==> src/rtl/count_evt_cond_if.sv <==
// Signal bundle between the event conditioner and whatever drives/observes it.
// master = stimulus/upstream side, slave = the conditioner itself.
interface count_evt_cond_if;
    logic evt_in;
    logic enable;
    logic clr_req;
    logic ovf_in;
    logic count_en;
    logic count_clr;
    logic evt_level;
    logic ovf_sticky;
    logic drop_pulse;

    modport master (
        output evt_in, enable, clr_req, ovf_in,
        input  count_en, count_clr, evt_level, ovf_sticky, drop_pulse
    );

    modport slave (
        input  evt_in, enable, clr_req, ovf_in,
        output count_en, count_clr, evt_level, ovf_sticky, drop_pulse
    );
endinterface

==> src/rtl/count_evt_cond.sv <==
// Event-counter front end: synchronizes and debounces a raw event line, turns
// accepted rising edges into count_en pulses and arbitrates them against clears.
module count_evt_cond #(
    parameter int DB_CYCLES   = 4,
    parameter bit STOP_AT_MAX = 1'b1
) (
    input  logic             clk,
    input  logic             rst,
    count_evt_cond_if.slave  bus
);
    typedef enum logic [1:0] {LO, CHK_HI, HI, CHK_LO} state_t;

    localparam logic [7:0] DB_LAST = 8'(DB_CYCLES - 1);

    state_t     state, state_nx;
    logic [7:0] db_cnt, db_nx;
    logic       sync1, sync2;
    logic       pend_en;
    logic       accept;
    logic       want;
    logic       blocked;

    always_comb begin
        state_nx = state;
        db_nx    = db_cnt;
        accept   = 1'b0;
        case (state)
            LO: begin
                if (sync2) begin
                    state_nx = CHK_HI;
                    db_nx    = 8'd1;
                end
            end
            CHK_HI: begin
                if (!sync2) begin
                    state_nx = LO;
                    db_nx    = 8'd0;
                end else if (db_cnt == DB_LAST) begin
                    state_nx = HI;
                    db_nx    = 8'd0;
                    accept   = 1'b1;
                end else begin
                    db_nx = db_cnt + 8'd1;
                end
            end
            HI: begin
                if (!sync2) begin
                    state_nx = CHK_LO;
                    db_nx    = 8'd1;
                end
            end
            CHK_LO: begin
                if (sync2) begin
                    state_nx = HI;
                    db_nx    = 8'd0;
                end else if (db_cnt == DB_LAST) begin
                    state_nx = LO;
                    db_nx    = 8'd0;
                end else begin
                    db_nx = db_cnt + 8'd1;
                end
            end
            default: begin
                state_nx = LO;
                db_nx    = 8'd0;
            end
        endcase
        // A deferred event bypasses the enable check; only fresh accepts need it.
        want    = pend_en | (accept & bus.enable);
        blocked = STOP_AT_MAX & bus.ovf_in;
    end

    always_ff @(posedge clk or posedge rst) begin
        if (rst) begin
            sync1          <= 1'b0;
            sync2          <= 1'b0;
            state          <= LO;
            db_cnt         <= 8'd0;
            pend_en        <= 1'b0;
            bus.count_en   <= 1'b0;
            bus.count_clr  <= 1'b0;
            bus.evt_level  <= 1'b0;
            bus.ovf_sticky <= 1'b0;
            bus.drop_pulse <= 1'b0;
        end else begin
            sync1          <= bus.evt_in;
            sync2          <= sync1;
            state          <= state_nx;
            db_cnt         <= db_nx;
            bus.evt_level  <= (state_nx == HI) || (state_nx == CHK_LO);
            bus.count_clr  <= bus.clr_req;
            bus.count_en   <= 1'b0;
            bus.drop_pulse <= 1'b0;

            // Clear has priority at the counter, so events are held back while it is requested.
            if (bus.clr_req) begin
                pend_en <= want;
            end else begin
                pend_en <= 1'b0;
                if (want) begin
                    if (blocked) bus.drop_pulse <= 1'b1;
                    else         bus.count_en   <= 1'b1;
                end
            end

            if (bus.clr_req)
                bus.ovf_sticky <= 1'b0;
            else if (want && bus.ovf_in)
                bus.ovf_sticky <= 1'b1;
        end
    end
endmodule

==> src/flat_wrapper.sv <==
// flat-port wrapper written by rule: the top's interface ports become plain ports
module count_evt_cond_flat 
#(
    parameter int DB_CYCLES   = 4,
    parameter bit STOP_AT_MAX = 1'b1
)
  (clk, rst, bus_evt_in, bus_enable, bus_clr_req, bus_ovf_in, bus_count_en, bus_count_clr, bus_evt_level, bus_ovf_sticky, bus_drop_pulse);
  count_evt_cond_if bus_i ();
  input  logic clk;
  input  logic rst;
  input wire logic [$bits(bus_i.evt_in)-1:0] bus_evt_in;
  input wire logic [$bits(bus_i.enable)-1:0] bus_enable;
  input wire logic [$bits(bus_i.clr_req)-1:0] bus_clr_req;
  input wire logic [$bits(bus_i.ovf_in)-1:0] bus_ovf_in;
  output wire logic [$bits(bus_i.count_en)-1:0] bus_count_en;
  output wire logic [$bits(bus_i.count_clr)-1:0] bus_count_clr;
  output wire logic [$bits(bus_i.evt_level)-1:0] bus_evt_level;
  output wire logic [$bits(bus_i.ovf_sticky)-1:0] bus_ovf_sticky;
  output wire logic [$bits(bus_i.drop_pulse)-1:0] bus_drop_pulse;
  assign bus_i.evt_in = bus_evt_in;
  assign bus_i.enable = bus_enable;
  assign bus_i.clr_req = bus_clr_req;
  assign bus_i.ovf_in = bus_ovf_in;
  assign bus_count_en = bus_i.count_en;
  assign bus_count_clr = bus_i.count_clr;
  assign bus_evt_level = bus_i.evt_level;
  assign bus_ovf_sticky = bus_i.ovf_sticky;
  assign bus_drop_pulse = bus_i.drop_pulse;
  count_evt_cond #(.DB_CYCLES(DB_CYCLES), .STOP_AT_MAX(STOP_AT_MAX)) u_core (.clk(clk), .rst(rst), .bus(bus_i));
endmodule
==> config.mk <==
export PLATFORM = sky130hd
export DESIGN_NAME = count_evt_cond_flat
export DESIGN_NICKNAME = d
export VERILOG_FILES = /design/src/rtl/count_evt_cond_if.sv /design/src/rtl/count_evt_cond.sv /design/src/flat_wrapper.sv
export SDC_FILE = /design/constraint.sdc
export NUM_CORES = 1
export LEC_CHECK = 0
export CAP_MARGIN = 20
export CELL_PAD_IN_SITES_DETAIL_PLACEMENT = 2
export CELL_PAD_IN_SITES_GLOBAL_PLACEMENT = 2
export CORE_ASPECT_RATIO = 0.9
export CORE_MARGIN = 1.5
export CORE_UTILIZATION = 31
export CTS_CLUSTER_DIAMETER = 80
export CTS_CLUSTER_SIZE = 24
export DETAILED_ROUTE_END_ITERATION = 10
export PLACE_DENSITY_LB_ADDON = 0.1
export SETUP_SLACK_MARGIN = 0.02
export SYNTH_ARGS = -nofsm -noshare
export SYNTH_HDL_FRONTEND = slang
export SYNTH_SLANG_ARGS = --single-unit
export TNS_END_PERCENT = 20
==> constraint.sdc <==
create_clock -name clk -period 1.6 [get_ports clk]
set_input_delay 0.32 -clock clk [delete_from_list [all_inputs] [get_ports clk]]
set_output_delay 0.32 -clock clk [all_outputs]
set_load 0.02 [all_outputs]
==> metrics <==
die area 2957 µm²; critical path, cell by cell ha_2, nor4b_4, a211oi_2, buf_4, a21o_1, a22o_1; clock latency on the worst-skew pair 0.29 ns; area grow syn2layout 35.47%; Worst Hold Class input port to async pin; largest net degree at the start of global routing 19; Synth Cell Area 818.3 µm²; initial antenna violation count 0; CTS clock-pin slew for the worst setup and hold paths 0.10 ns; CP startpoint u_core.db_cnt[0]; Max H-tree Level 1; Bufs on Longest Clock Path 2; Die Ht 51.74 µm; CTS Hold Bufs 0; Pwr Density 1349 nW/µm²; peak supply drop 774.7 µV; final hold vios 0; Worst setup EP type flip-flop; Most Crowded Layer GR met2; DRT iter0 DRCs 7; number of global-route vias before repair 716; Comb pwr share 43.0%; final instance area 1109 µm²; NetSw 0.5573 mW; Synthesized Nets 79; R2R Path Start u_core.db_cnt[0]; WL per Instance 16.87 µm; # setup viols final 0; layout cells sized above 1 27.84%; Flop pwr share 42.0%; Clk pwr share 15.0%; first-pass GRT wire length 3353 µm; Final Slew Violations 0; M3 GR Usage 5.224%; RSZ-0062 raised after global routing yes; #FFs+latches synth 18; Initial Util 33.16%; Max-slew headroom 77.25%; max frequency 630.0 MHz; core area 2467 µm²; fraction of met2 tracks used by global routing 26.25%; Synth warnings 0; ANT cells 0; root buffer cell clkbuf_4; max_cap viols 0; row count 17; sequential area share after synthesis 55.05%; CP max stage cell dfrtp_1; Via density 5.184; grt met1 use 18.13%; Avg Inst Size Synth 11.37 µm²; RD Place Congestion 0.7760; crit start category flip-flop; DP HPWL 1499 µm; TritonCTS Buffers 3; worst path bufs/invs 1; GRT overflow 0; Netlist cell types 29; CP Data Arrival Time 1.77 ns; placed cell areas 1025 µm²; switching share of power 37.26%; critical path's largest stage delay 0.37 ns; DIE WIDTH 57.16 µm; vias 648; Cells after Synth 72; Final min period 1.587 ns; Max FO, Critical Path 5; First-pass DRT Iterations 3; I/O Buffers 10; final WL 2109 µm; TritonCTS clock tree done; Top Ports 11; Tcrit/Tclk final 99.21%; clock skew 0.007943 ns; GRT Overall Usage 15.45%; worst slew pin tran 0.3400 ns; Worst EP required 1.78 ns; Clock Sinks 18; CP Class flip-flop to flip-flop; total power 1.496 mW; status completed; internal power 0.9386 mW; DRT antenna net count 0; Final #Nets 106; leak pwr 0.5524 nW; family with the most delay on the worst path compound AO/OA/AOI/OAI gates; DRC viols 0
[tightest hold or removal path: stages]
cell and delay, ns:
clkdlybuf4s50_1 0.40, inv_1 0.05, buf_4 0.25
[final cells by class]
type	count	area (µm²)
timing repair buffer	23	206.4
sequential	18	450.4
tap	28	35.03
fill	269	1359
multi-input combinational	50	382.9
inverter	3	11.26
clock buffer	3	22.52
[power by group through the flow]
stage	clock network, mW	logic, mW	registers, mW
finish	0.224	0.644	0.628
global route	0.251	0.716	0.642
CTS	0.236	0.593	0.618
detailed placement	0	0.588	0.626
global placement	0	0.567	0.617
floorplan	0	0.327	0.631
[flip-flops by register name, indices dropped and copies added (netlist names)]
register,count
u_core.bus.ovf_sticky,1
u_core.bus.count_clr,1
u_core.db_cnt,8
u_core.pend_en,1
u_core.bus.count_en,1
u_core.bus.evt_level,1
u_core.bus.drop_pulse,1
u_core.sync2,1
u_core.sync1,1
u_core.state,2
[what timing repair did]
item,in CTS,in global routing
pin swaps,0,1
buffers inserted,0,2
setup endpoints to repair,3,14
resized for setup,2,9
[worst paths after layout]
check / to / slack (ns) / cells after the start
worst max-delay path: u_core.db_cnt[6] / 0.01 / 6
worst min-delay path: u_core.bus.drop_pulse / 0.34 / 3
worst max register to register: u_core.db_cnt[6] / 0.01 / 6
worst min register to register: u_core.sync2 / 0.36 / 0
max in group asynchronous: u_core.state[0] / 1.06 / 3
min in group clk: u_core.sync2 / 0.36 / 0
[stage by stage]
stage	hold WS (ns)	TNS, ns	util (%)	worst slack (ns)	instances
2_1_floorplan	0.2586	0	-	0.05105	72
3_3_place_gp	0.3362	0	41.53	0.006625	120
3_5_place_dp	0.3357	-0.03947	41.53	-0.03947	120
4_1_cts	0.3410	0	42.70	0.001877	123
5_1_grt	0.3612	-0.2040	44.93	-0.05929	125
6_report	0.3351	0	44.93	0.01266	125
[metal layers]
metal | vias to the layer above | routed length, µm
li1 | 311 | -
met1 | 324 | 948
met2 | 11 | 1055
met3 | 2 | 79
met4 | 0 | 26
met5 | - | 0
[cell usage in the layout (no fill, tap or decap), drive strengths merged, types with 4 or more instances in the layout]
master / count
nand2: 7
a21oi: 5
dlymetal6s2s: 4
nand3: 4
clkdlybuf4s50: 5
buf: 13
dfrtp: 18
[Yosys cell counts]
library cell	count	area (µm²)
a211oi_2	1	12.51
a21o_1	1	7.510
a21oi_1	5	25.02
a22o_1	1	8.760
a31oi_1	3	18.77
a41oi_1	1	8.760
and3b_1	1	8.760
buf_6	1	11.26
dfrtp_1	18	450.4
ha_1	1	12.51
inv_1	3	11.26
mux2_2	3	33.78
mux2i_1	2	20.02
nand2_1	7	26.28
nand2b_1	1	6.260
nand3_1	4	20.02
nand4_1	3	18.77
nor2_1	3	11.26
nor2b_1	1	6.260
nor3_1	2	10.01
nor3_2	1	10.01
nor3b_1	1	7.510
nor4b_4	1	23.77
o21a_1	1	7.510
o21ai_0	2	10.01
or2_2	1	6.260
or2b_1	1	7.510
xnor2_1	1	8.760
xor2_1	1	8.760
[logic make-up (layout without fill, tap and decap cells)]
family	count (synthesis)	after routing	share of synthesized area [%]
compound gates	15	15	12.08
simple gates	27	27	19.88
flops	18	18	55.05
mux	5	5	6.575
buf+inv	4	29	2.752
fa+ha+maj	1	1	1.529
xor+xnor	2	2	2.141
No activity file was read; power rests on OpenSTA's default activity.
